[config.mk]
export PLATFORM = sky130hd
export DESIGN_NAME = btn_conditioner_flat
export DESIGN_NICKNAME = d
export VERILOG_FILES = /design/src/rtl/btn_conditioner_if.sv /design/src/rtl/btn_conditioner.sv /design/src/flat_wrapper.sv
export SDC_FILE = /design/constraint.sdc
export NUM_CORES = 1
export LEC_CHECK = 0
export ABC_AREA = 1
export CAP_MARGIN = 0
export CORE_MARGIN = 3
export CORE_UTILIZATION = 60
export DETAILED_ROUTE_END_ITERATION = 10
export GPL_ROUTABILITY_DRIVEN = 0
export GPL_TIMING_DRIVEN = 0
export PLACE_DENSITY = 0.77
export SLEW_MARGIN = 20
export SYNTH_ARGS = -nofsm -noshare
export SYNTH_HDL_FRONTEND = slang
export SYNTH_SLANG_ARGS = --single-unit
[constraint.sdc]
create_clock -name clk_100MHz -period 5.4 [get_ports clk_100MHz]
set_clock_uncertainty 0.1 [all_clocks]
set_input_delay 0.54 -clock clk_100MHz [delete_from_list [all_inputs] [get_ports clk_100MHz]]
set_output_delay 0.54 -clock clk_100MHz [all_outputs]
set_load 0.05 [all_outputs]
[src/rtl/btn_conditioner_if.sv]
// Button conditioner signal bundle: raw pin in, debounced level and event strobes out.
// The slave side is the conditioner; the master side drives the pin and consumes events.
interface btn_conditioner_if;
   logic btn_in;
   logic btn_level;
   logic press_pulse;
   logic release_pulse;
   logic long_pulse;
   logic held_long;
   logic repeat_pulse;

   modport master (
      output btn_in,
      input  btn_level, press_pulse, release_pulse, long_pulse, held_long, repeat_pulse
   );

   modport slave (
      input  btn_in,
      output btn_level, press_pulse, release_pulse, long_pulse, held_long, repeat_pulse
   );
endinterface

[src/rtl/btn_conditioner.sv]
// Synchronises, debounces and classifies one pushbutton into level, press/release/long events.
// Optional auto-repeat strobes while long-held are built only when AUTO_REPEAT_EN is defined.
//
// state      | meaning
// IDLE       | button released and stable
// PRESS_DB   | qualifying a rising level
// PRESSED    | accepted press, timing towards long press
// LONG_HELD  | long press reached, held_long asserted
// RELEASE_DB | qualifying a falling level, hold timer frozen
module btn_conditioner #(
   parameter int SYNC_STAGES       = 2,
   parameter int DEBOUNCE_CYCLES   = 1000000,
   parameter int LONG_PRESS_CYCLES = 200000000,
   parameter int REPEAT_CYCLES     = 25000000
) (
   input logic              clk_100MHz,
   input logic              reset_n,
   btn_conditioner_if.slave btn
);
   localparam int DB_W   = $clog2(DEBOUNCE_CYCLES + 1);
   localparam int HOLD_W = $clog2(LONG_PRESS_CYCLES + 1);
   localparam logic [DB_W-1:0]   DB_LOAD   = DB_W'(DEBOUNCE_CYCLES - 1);
   localparam logic [DB_W-1:0]   DB_ONE    = DB_W'(1);
   localparam logic [HOLD_W-1:0] HOLD_LOAD = HOLD_W'(LONG_PRESS_CYCLES - 1);
   localparam logic [HOLD_W-1:0] HOLD_ONE  = HOLD_W'(1);

   // Down-counters load N-1 on the first qualifying sample, so the terminal compare sits on sample N.
   generate
      if (SYNC_STAGES < 2 || DEBOUNCE_CYCLES < 2 || LONG_PRESS_CYCLES < 1 || REPEAT_CYCLES < 1)
      begin : g_param_check
         $error("btn_conditioner: parameter out of range");
      end
   endgenerate

   typedef enum logic [2:0] {IDLE, PRESS_DB, PRESSED, LONG_HELD, RELEASE_DB} state_t;

   state_t                 state;
   logic [SYNC_STAGES-1:0] sync_q;
   logic                   btn_sync;
   logic [DB_W-1:0]        db_tmr;
   logic [HOLD_W-1:0]      hold_tmr;
   logic                   level_q;
   logic                   press_q;
   logic                   release_q;
   logic                   long_q;
   logic                   held_long_q;

   assign btn_sync = sync_q[SYNC_STAGES-1];

   always_ff @(posedge clk_100MHz or negedge reset_n) begin
      if (!reset_n) begin
         sync_q <= '0;
      end else begin
         sync_q <= {sync_q[SYNC_STAGES-2:0], btn.btn_in};
      end
   end

`ifdef AUTO_REPEAT_EN
   localparam int REP_W = $clog2(REPEAT_CYCLES + 1);
   localparam logic [REP_W-1:0] REP_LOAD = REP_W'(REPEAT_CYCLES - 1);
   localparam logic [REP_W-1:0] REP_ONE  = REP_W'(1);
   logic [REP_W-1:0] rep_tmr;
   logic             repeat_q;
   assign btn.repeat_pulse = repeat_q;
`else
   assign btn.repeat_pulse = 1'b0;
`endif

   always_ff @(posedge clk_100MHz or negedge reset_n) begin
      if (!reset_n) begin
         state       <= IDLE;
         db_tmr      <= '0;
         hold_tmr    <= '0;
         level_q     <= 1'b0;
         press_q     <= 1'b0;
         release_q   <= 1'b0;
         long_q      <= 1'b0;
         held_long_q <= 1'b0;
`ifdef AUTO_REPEAT_EN
         rep_tmr     <= '0;
         repeat_q    <= 1'b0;
`endif
      end else begin
         press_q   <= 1'b0;
         release_q <= 1'b0;
         long_q    <= 1'b0;
`ifdef AUTO_REPEAT_EN
         repeat_q  <= 1'b0;
`endif
         case (state)
            IDLE: begin
               if (btn_sync) begin
                  state  <= PRESS_DB;
                  db_tmr <= DB_LOAD;
               end
            end
            PRESS_DB: begin
               if (!btn_sync) begin
                  state <= IDLE;
               end else if (db_tmr == DB_ONE) begin
                  state    <= PRESSED;
                  press_q  <= 1'b1;
                  level_q  <= 1'b1;
                  hold_tmr <= HOLD_LOAD;
               end else begin
                  db_tmr <= db_tmr - DB_ONE;
               end
            end
            PRESSED: begin
               if (!btn_sync) begin
                  state  <= RELEASE_DB;
                  db_tmr <= DB_LOAD;
               end else if (hold_tmr == '0) begin
                  state       <= LONG_HELD;
                  long_q      <= 1'b1;
                  held_long_q <= 1'b1;
`ifdef AUTO_REPEAT_EN
                  rep_tmr     <= REP_LOAD;
`endif
               end else begin
                  hold_tmr <= hold_tmr - HOLD_ONE;
               end
            end
            LONG_HELD: begin
               if (!btn_sync) begin
                  state  <= RELEASE_DB;
                  db_tmr <= DB_LOAD;
               end
`ifdef AUTO_REPEAT_EN
               else if (rep_tmr == '0) begin
                  repeat_q <= 1'b1;
                  rep_tmr  <= REP_LOAD;
               end else begin
                  rep_tmr <= rep_tmr - REP_ONE;
               end
`endif
            end
            RELEASE_DB: begin
               // held_long doubles as the record of which held state the release came from
               if (btn_sync) begin
                  state <= held_long_q ? LONG_HELD : PRESSED;
               end else if (db_tmr == DB_ONE) begin
                  state       <= IDLE;
                  release_q   <= 1'b1;
                  level_q     <= 1'b0;
                  held_long_q <= 1'b0;
`ifdef AUTO_REPEAT_EN
                  rep_tmr     <= '0;
`endif
               end else begin
                  db_tmr <= db_tmr - DB_ONE;
               end
            end
            default: state <= IDLE;
         endcase
      end
   end

   assign btn.btn_level     = level_q;
   assign btn.press_pulse   = press_q;
   assign btn.release_pulse = release_q;
   assign btn.long_pulse    = long_q;
   assign btn.held_long     = held_long_q;
endmodule

[src/flat_wrapper.sv]
// flat-port wrapper written by rule: the top's interface ports become plain ports
module btn_conditioner_flat 
#(
   parameter int SYNC_STAGES       = 2,
   parameter int DEBOUNCE_CYCLES   = 1000000,
   parameter int LONG_PRESS_CYCLES = 200000000,
   parameter int REPEAT_CYCLES     = 25000000
)
  (clk_100MHz, reset_n, btn_btn_in, btn_btn_level, btn_press_pulse, btn_release_pulse, btn_long_pulse, btn_held_long, btn_repeat_pulse);
  btn_conditioner_if btn_i ();
  input logic clk_100MHz;
  input logic reset_n;
  input wire logic [$bits(btn_i.btn_in)-1:0] btn_btn_in;
  output wire logic [$bits(btn_i.btn_level)-1:0] btn_btn_level;
  output wire logic [$bits(btn_i.press_pulse)-1:0] btn_press_pulse;
  output wire logic [$bits(btn_i.release_pulse)-1:0] btn_release_pulse;
  output wire logic [$bits(btn_i.long_pulse)-1:0] btn_long_pulse;
  output wire logic [$bits(btn_i.held_long)-1:0] btn_held_long;
  output wire logic [$bits(btn_i.repeat_pulse)-1:0] btn_repeat_pulse;
  assign btn_i.btn_in = btn_btn_in;
  assign btn_btn_level = btn_i.btn_level;
  assign btn_press_pulse = btn_i.press_pulse;
  assign btn_release_pulse = btn_i.release_pulse;
  assign btn_long_pulse = btn_i.long_pulse;
  assign btn_held_long = btn_i.held_long;
  assign btn_repeat_pulse = btn_i.repeat_pulse;
  btn_conditioner #(.SYNC_STAGES(SYNC_STAGES), .DEBOUNCE_CYCLES(DEBOUNCE_CYCLES), .LONG_PRESS_CYCLES(LONG_PRESS_CYCLES), .REPEAT_CYCLES(REPEAT_CYCLES)) u_core (.clk_100MHz(clk_100MHz), .reset_n(reset_n), .btn(btn_i));
endmodule
==> impl_metrics.py, run 1 <==
metrics = {
    "critical_path": {
        "reg2reg_slack_ps": 3380,
        "crit_start": "u_core.btn.held_long",
        "critPathCaptureType": "output pin",
        "ff2ff_path_depth": 8,
        "reg2reg_from": "u_core.db_tmr[0]",
        "critical_path.cell_chain": "clkdlybuf4s50_1",
        "cp_data_required_time_ps": 4760,
        "critical_path_buf_inv_count": 1,
        "cp.depth": 1,
        "crit_path_max_fanout": 3,
        "r2r-end": "u_core.db_tmr[16]",
        "cp-start-kind": "flop",
        "slowest_delay_ps": 810,
        "worstSetupPathType": "reg2out",
        "cp-endpoint": "btn_held_long",
        "critPathTopFamily": "buffers and inverters",
        "cp.arrival_ps": 1520,
        "crit_path_top_delay_cell": "clkdlybuf4s50_1",
    },
    "cells_and_area": {
        "drive_gt1_share_pct": 12.1,
        "syn_to_final_growth_pct": 10.2,
        "nNetsFinal": 579,
        "diodes": 0,
        "fillers": 539,
        "finalInstanceArea_sq_um": 4250,
    },
    "job": {
        "drv_cap": 0,
    },
    "synthesis": {
        "synth_seq_cells": 58,
        "synthDistinctLibCells": 31,
        "ys_top_cells_by_area": "dfrtp_1 38%, nand2_1 17%, nor2_1 9.7%, xor2_1 5.7%, inv_1 4.4%",
        "avgSynthCellArea_sq_um": 6.99,
        "synth_area_leader_cell": "dfrtp_1",
        "async_reset_ff_share_pct": 100,
        "synth_area_sq_um": 3860,
        "ys_warn_count": 0,
        "synthFlopType": "dfrtp_1",
        "synth_fp_nets": 559,
        "seq_area_frac_synth_pct": 37.6,
        "synth_edf_count": 0,
        "syn_inst": 552,
        "synth.top_cell.area_share_pct": 37.6,
    },
    "sta": {
        "setup-tns-final_ps": 0,
        "hold_viol_final": 0,
        "rsz0062_at_grt": "no",
        "drv_slew": 0,
        "max_freq_mhz": 463,
        "relSlewSlack_pct": 65.1,
        "fin_crit_ps": 2160,
        "finalCritPeriodShare_pct": 40.0,
        "tightest_slew_ps": 523,
        "setup_viol": 0,
    },
    "global_route": {
        "grt_max_degree": 38,
        "grt_pass1_vias": 3229,
        "grt.overflow.total": 0,
        "track_usage_pct": 24.9,
        "antenna_found_initial": 0,
        "grt_pass1_wl_microns": 14800,
    },
    "route": {
        "wl_per_cell_microns": 12.9,
        "drc_errors": 0,
        "via_per_inst": 5.32,
        "ant_nets": 0,
        "routed_wl_microns": 8400,
        "first_iter_violations": 243,
        "route.vias.total": 3470,
        "first_pass_iters": 5,
    },
    "pwr": {
        "ir_worst_vdd_v": 0.000428,
        "p_leak_nw": 2.11,
        "p_total_mw": 2.29,
        "p_per_area_nw_per_um2": 539,
    },
    "clock_tree": {
        "post_cts_buffers": 0,
        "root_buffer": "clkbuf_8",
        "clkLatencyLatePin_ps": 340,
        "clock-sinks": 58,
        "htree_num_levels": 3,
        "cts_resized": 0,
        "cts_buffer_depth": 2,
        "cts_buffers": 9,
        "cts.clk_slew.worst_paths_ps": 70,
        "cts_tree": "built",
    },
    "min_path": {
        "hp-class": "reg2reg",
    },
    "floorplan": {
        "core_area_sq_um": 6060,
        "io_pins": 9,
        "chipHeight_microns": 86.2,
        "initial_utilization_pct": 63.7,
        "rows": 28,
        "die-area_sq_um": 7430,
        "die_width_microns": 86.2,
    },
    "outcome": {
        "outcome": "completed",
    },
    "placement": {
        "numPortBuffers": 7,
        "hpwl_microns": 6290,
        "place_area_sq_um": 4040,
    },
}
-- metrics by stage --
step                setup WS [ps]  util [%]  cells  hold WS [ps]
floorplan                    3630         -    552           144
global placement             1850      66.4    634           233
detailed placement           3390      66.7    635           262
CTS                          3220      70.2    652           274
global route                 3140      70.2    652           279
finish                       3240      70.2    652           273
-- what timing repair did --
action / 4_1_cts / 5_1_grt
endpoints found under the setup margin: 0 / 0
hold buffers: 1 / 0
hold endpoints to repair: 21 / 0
-- power breakdown --
group          leakage [nW]  switching [mW]  internal (mW)  total, mW
Combinational          1.29           0.748          0.412       1.16
Clock                 0.105           0.174          0.236      0.410
Sequential            0.714           0.144          0.578      0.722
-- cells in the final DEF (no fill, tap or decap), drive strengths merged --
master,n
clkinv,3
o21bai,1
xnor2,6
nand4,5
a31oi,1
o21ai,42
ha,4
nor2,114
buf,14
bufinv,1
clkinvlp,1
inv,50
xor2,25
nor3,9
or2,2
dlygate4sd3,1
nand3,32
nand3b,3
nand2,180
dfrtp,58
clkbuf,13
a21oi,5
clkdlybuf4s50,6
conb,1
-- how the worst min path moves through the flow --
stage | from | endpoint | slack [ps] | depth (start not counted)
after floorplan | reset_n | u_core.btn.btn_level | 140 | 0
after global placement | u_core.sync_q[0] | u_core.sync_q[1] | 230 | 0
after detailed placement | u_core.sync_q[0] | u_core.sync_q[1] | 260 | 0
after CTS | u_core.sync_q[0] | u_core.sync_q[1] | 270 | 0
after global routing | u_core.sync_q[0] | u_core.sync_q[1] | 280 | 0
final | u_core.sync_q[0] | u_core.sync_q[1] | 270 | 0
-- sequential cells by signal, summed over array words and instances, names as in the netlist --
signal                    flops
u_core.hold_tmr              28
u_core.db_tmr                20
u_core.btn.held_long          1
u_core.btn.btn_level          1
u_core.btn.long_pulse         1
u_core.state                  3
u_core.btn.release_pulse      1
u_core.sync_q                 2
u_core.btn.press_pulse        1
-- Yosys cell counts (2+ instances only) --
master,instances
nand2_1,175
nor2_1,100
dfrtp_1,58
inv_1,45
nand3_1,31
xor2_1,25
o21ai_0,15
o21ai_1,15
nor2_2,10
o21ai_2,10
nor3_1,8
buf_6,7
xnor2_1,6
a21oi_1,5
inv_2,5
nand4_1,5
buf_2,4
ha_1,4
nand2_2,4
nor2_4,4
nand3b_1,3
clkbuf_1,2
o21ai_4,2
or2_2,2
-- final cells by class --
type | count | area (sq um) | share of cell area (%)
Tap cell | 75 | 93.8 | 2.21
Clock inverter | 5 | 52.6 | 1.24
Timing Repair Buffer | 9 | 97.6 | 2.29
Sequential cell | 58 | 1450 | 34.1
Clock buffer | 11 | 151 | 3.56
Inverter | 50 | 188 | 4.41
Multi-Input combinational cell | 430 | 2110 | 49.5
Buffer | 14 | 114 | 2.68
-- routing by layer --
metal / wire [microns] / global-route usage [%]
met1: 4040 / 36.3
met2: 3720 / 37.5
met3: 492 / 4.47
met4: 146 / 8.64
met5: 0 / 0
-- cell families after synthesis --
| group | synth area share, % |
|---|---|
| and+or+nand+nor | 38.1 |
| buffers and inverters | 7.81 |
| DFF | 37.6 |
| AOI/OAI and AO/OA | 8.01 |
| xor gates and xnor gates | 7.04 |
| adders and majority gates | 1.30 |
| other | 0.0972 |
Power figures use the tool's default switching activity.
==> run 2: changes to the inputs <==
Clock period 5.4 ns to 2.1 ns, I/O delays scaled along.
==> impl_metrics.py, run 2 (synthesized netlist as in run 1, its figures left out) <==
metrics = {
    "floorplan": {
        "core_area_sq_um": 6060,
        "rows": 28,
        "die_width_microns": 86.2,
        "io_pins": 9,
        "chipHeight_microns": 86.2,
        "initial_utilization_pct": 63.7,
        "die-area_sq_um": 7430,
    },
    "critical_path": {
        "cp-start-kind": "flop",
        "critPathCaptureType": "flop",
        "critical_path.cell_chain": "nor2_1 > nand2_1 > nor2_2 > nand2_2 > o21ai_4 > nand2_2 > nand2_4 > inv_2 > buf_6 > nand2_1 > nand2_1",
        "critPathTopFamily": "simple AND/OR/NAND/NOR gates",
        "crit_path_max_fanout": 10,
        "crit_path_top_delay_cell": "dfrtp_1",
        "cp_data_required_time_ps": 2220,
        "cpMostUsedCell": "nand2_1",
        "critical_path_buf_inv_count": 2,
        "worstSetupPathType": "reg2reg",
        "cp.arrival_ps": 2090,
        "slowest_delay_ps": 440,
    },
    "route": {
        "routed_wl_microns": 8450,
        "via_per_inst": 5.32,
        "route.vias.total": 3480,
        "wl_per_cell_microns": 12.9,
        "drc_errors": 0,
        "first_pass_iters": 5,
        "ant_nets": 0,
        "first_iter_violations": 249,
    },
    "pwr": {
        "power_frac_comb_pct": 50.8,
        "p_int_mw": 3.17,
        "swShare_pct": 46.5,
        "p_switching_mw": 2.76,
        "power_frac_clock_pct": 17.8,
        "ir_worst_vdd_v": 0.00111,
        "p_per_area_nw_per_um2": 1380,
        "p_total_mw": 5.92,
        "p_seq_share_pct": 31.4,
        "p_leak_nw": 2.11,
    },
    "outcome": {
        "outcome": "completed",
    },
    "clock_tree": {
        "root_buffer": "clkbuf_8",
        "cts_buffer_depth": 2,
        "cts_tree": "built",
        "htree_num_levels": 3,
        "cts.clk_slew.worst_paths_ps": 70,
        "clock-sinks": 58,
        "cts_buffers": 9,
        "clkLatencyLatePin_ps": 340,
    },
    "cells_and_area": {
        "layout_commonest_cell": "nand2_1",
        "syn_to_final_growth_pct": 11.0,
        "drive_gt1_share_pct": 13.1,
        "regMostFlops": "u_core.hold_tmr",
        "largest_reg_flops": 28,
        "nNetsFinal": 581,
        "diodes": 0,
        "largestRegisters": "u_core.hold_tmr: 28 flops, u_core.db_tmr: 20 flops, u_core.state: 3 flops",
        "final_cell_mix": "174 x nand2_1, 99 x nor2_1, 58 x dfrtp_1",
    },
    "sta": {
        "drv_slew": 0,
        "hold_viol_final": 0,
        "relSlewSlack_pct": 63.8,
        "setup_viol": 0,
        "rsz0062_at_grt": "yes",
        "hold_ws_ps": 205,
        "fin_crit_ps": 1960,
        "finalCritPeriodShare_pct": 93.4,
        "tightest_slew_ps": 543,
        "max_freq_mhz": 510,
    },
    "placement": {
        "numPortBuffers": 7,
        "hpwl_microns": 6290,
    },
    "global_route": {
        "antenna_found_initial": 0,
        "grt.overflow.total": 0,
        "grt_pass1_wl_microns": 14800,
        "grt_max_degree": 38,
        "track_usage_pct": 24.9,
        "grt_pass1_vias": 3229,
    },
    "min_path": {
        "hp-class": "in2async",
    },
    "job": {
        "drv_cap": 0,
    },
}
run 2: cell types whose count changed in the layout (fill, tap and decap cells not counted), sizes merged:
| cell | delta |
|---|---|
| buf | +2 |
run 2: path summary, 6_finish.rpt:
path	from	end	slack (ps)	cells after the start
setup / recovery	u_core.hold_tmr[18]	u_core.hold_tmr[12]	140	11
hold / removal	reset_n	u_core.hold_tmr[19]	210	2
setup reg to reg	u_core.hold_tmr[18]	u_core.hold_tmr[12]	140	11
hold reg to reg	u_core.sync_q[0]	u_core.sync_q[1]	270	0
max in group asynchronous	reset_n	u_core.db_tmr[11]	1200	3
min in group clk_100MHz	btn_btn_in	u_core.sync_q[0]	220	1
run 2: cell type report:
class	instances	area, sq um
clock inverters	5	52.6
inverters	50	188
fillers	536	1780
plain buffers	14	114
clock buffers	11	151
well taps	75	93.8
flip-flops and latches	58	1450
multi-input cells	430	2120
repair buffers	11	113
run 2: metal layers:
| metal | global-route usage (%) | up-vias | wire length (microns) | part of all wire [%] |
|---|---|---|---|---|
| li1 | - | 1771 | - | - |
| met1 | 36.3 | 1610 | 4150 | 49 |
| met2 | 37.5 | 85 | 3740 | 44 |
| met3 | 4.47 | 14 | 409 | 4.8 |
| met4 | 8.64 | 0 | 146 | 1.7 |
| met5 | 0 | - | 0 | 0 |
run 2: metrics by stage:
step / area (sq um) / util (%) / worst slack, ps / setup TNS, ps / std cells
floorplan: 3860 / - / 328 / 0 / 552
global placement: 4020 / 66.4 / -1120 / -64810 / 634
detailed placement: 4040 / 66.7 / 91.8 / 0 / 635
CTS: 4250 / 70.2 / 76.9 / 0 / 652
global route: 4280 / 70.6 / -34.9 / -68.7 / 654
finish: 4280 / 70.6 / 138 / 0 / 654
run 2: worst reg2reg max path, delay by kind of cell (launching register included):
kind	cells	cell delay (ps)
AO/OA/AOI/OAI	1	190
buffers and inverters	2	210
AND/OR/NAND/NOR	8	920
flip-flops	1	440
run 2: repair_timing:
item / CTS / global route
endpoints found under the setup margin: 0 / 31
gates resized for setup: 0 / 4
hold buffers: 1 / 0
setup buffers: 0 / 2
endpoints found under the hold margin: 58 / 0
run 2: power by group through the flow:
stage	logic, mW	registers, mW	clock network, mW
detailed placement	2.96	1.87	0
floorplan	2.39	1.78	0
global placement	2.87	1.86	0
global route	3.44	1.90	1.13
CTS	2.98	1.85	1.07
finish	3.01	1.86	1.05
==> run 3: changes to the inputs <==
Settings changed: CORE_ASPECT_RATIO set to 1.75, TNS_END_PERCENT set to 50.
==> impl_metrics.py, run 3 (synthesized netlist as in run 1, its figures left out) <==
metrics = {
    "sta": {
        "hold_viol_final": 0,
        "finalCritPeriodShare_pct": 93.6,
        "fin_crit_ps": 1970,
        "rsz0062_at_grt": "no",
        "hold_ws_ps": 181,
        "tightest_slew_ps": 549,
        "drv_slew": 0,
        "max_freq_mhz": 509,
        "relSlewSlack_pct": 63.4,
        "setup_viol": 0,
    },
    "critical_path": {
        "crit_path_top_delay_cell": "dfrtp_1",
        "cp_data_required_time_ps": 2240,
        "critPathCaptureType": "flop",
        "critPathTopFamily": "simple AND/OR/NAND/NOR gates",
        "cpMostUsedCell": "nand2_1",
        "critical_path_buf_inv_count": 3,
        "worstSetupPathType": "reg2reg",
        "cp.arrival_ps": 2100,
        "cp-start-kind": "flop",
        "slowest_delay_ps": 380,
        "critical_path.cell_chain": "inv_1 > ha_1 > nand2_1 > nor2_2 > nand3_4 > o21ai_4 > inv_2 > buf_6 > nand2_1 > o21ai_2",
        "crit_path_max_fanout": 10,
    },
    "floorplan": {
        "chipHeight_microns": 112,
        "die-area_sq_um": 7470,
        "die_width_microns": 66.6,
        "core_area_sq_um": 6230,
        "io_pins": 9,
        "rows": 38,
        "initial_utilization_pct": 62.0,
    },
    "cells_and_area": {
        "nNetsFinal": 579,
        "largestRegisters": "u_core.hold_tmr: 28 flops, u_core.db_tmr: 20 flops, u_core.state: 3 flops",
        "finalInstanceArea_sq_um": 4250,
        "seq_area_sq_um": 1450,
        "multi_input_area_sq_um": 2130,
        "largest_reg_flops": 28,
        "fillers": 564,
        "syn_to_final_growth_pct": 10.1,
        "drive_gt1_share_pct": 13.2,
        "final_cell_mix": "175 x nand2_1, 95 x nor2_1, 56 x dfrtp_1",
        "layout_commonest_cell": "nand2_1",
        "final_cells": 657,
        "diodes": 0,
        "regMostFlops": "u_core.hold_tmr",
    },
    "placement": {
        "numPortBuffers": 7,
        "place_area_sq_um": 4050,
        "hpwl_microns": 7170,
        "dp_cells": 640,
    },
    "min_path": {
        "hp-class": "in2async",
    },
    "global_route": {
        "grt.overflow.total": 0,
        "grt_pass1_vias": 3553,
        "grt_max_degree": 40,
        "antenna_found_initial": 0,
        "track_usage_pct": 28.4,
        "grt_pass1_wl_microns": 15900,
    },
    "pwr": {
        "p_leak_nw": 2.08,
        "p_total_mw": 5.83,
        "ir_worst_vdd_v": 0.000949,
        "p_per_area_nw_per_um2": 1370,
    },
    "clock_tree": {
        "root_buffer": "clkbuf_8",
        "clock-sinks": 58,
        "post_cts_buffers": 0,
        "cts_buffers": 9,
        "cts.clk_slew.worst_paths_ps": 70,
        "clkLatencyLatePin_ps": 350,
        "htree_num_levels": 3,
        "cts_buffer_depth": 2,
        "cts_tree": "built",
    },
    "outcome": {
        "outcome": "completed",
    },
    "route": {
        "routed_wl_microns": 9420,
        "drc_errors": 0,
        "ant_nets": 0,
        "route.vias.total": 3531,
        "wl_per_cell_microns": 14.3,
        "first_iter_violations": 261,
        "via_per_inst": 5.37,
        "first_pass_iters": 4,
    },
    "job": {
        "drv_cap": 0,
    },
}
[run 3: cell types whose count changed in the layout (fill, tap and decap cells not counted), sizes merged]
cell / delta
clkinvlp: -1
buf: -2
bufinv: -1
clkbuf: +2
[run 3: final timing paths]
path,start,cells past startpoint,end,slack (ps)
min in group clk_100MHz,btn_btn_in,1,u_core.sync_q[0],230
max in group asynchronous,reset_n,3,u_core.state[0],1220
min,reset_n,2,u_core.hold_tmr[17],180
min reg2reg,u_core.sync_q[0],0,u_core.sync_q[1],260
max reg2reg,u_core.db_tmr[1],10,u_core.db_tmr[1],130
max,u_core.db_tmr[1],10,u_core.db_tmr[1],130
[run 3: layer usage]
layer / part of all wire (%) / routed length [microns] / track usage [%]
met5: 0 / 0 / 0
met4: 7.2 / 674 / 21.6
met3: 2.9 / 276 / 5.11
met2: 54 / 5110 / 49.8
met1: 36 / 3360 / 28.2
[run 3: repair_timing]
action / in CTS / in global routing
hold buffers: 1 / 0
endpoints found under the setup margin: 0 / 35
resized for setup: 0 / 10
hold endpoints to repair: 58 / 0
[run 3: worst register-to-register path: cells and delay by family (launching register included)]
kind	cells	cell delay, ps
adders and majority gates	1	170
and+or+nand+nor	4	490
buffers and inverters	3	410
DFF	1	380
AOI/OAI and AO/OA	2	320
[run 3: final cells by class]
type	instances	area share, %
well taps	80	2.36
multi-input cells	430	50.2
clock buffers	13	3.51
plain buffers	14	2.68
flip-flops and latches	58	34.2
clock inverters	3	0.353
inverters	50	4.42
repair buffers	9	2.30
[run 3: stage by stage]
| step | utilization [%] | setup slack [ps] | setup TNS, ps |
|---|---|---|---|
| global route | 68.2 | 1.20 | 0 |
| floorplan | - | 328 | 0 |
| detailed placement | 65.0 | 84.4 | 0 |
| global placement | 64.7 | -1160 | -67100 |
| CTS | 67.8 | 68.7 | 0 |
| finish | 68.2 | 134 | 0 |
[run 3: where the power goes]
group	switching (mW)	internal (mW)
Clock	0.441	0.455
Sequential	0.389	1.49
Combinational	1.99	1.07
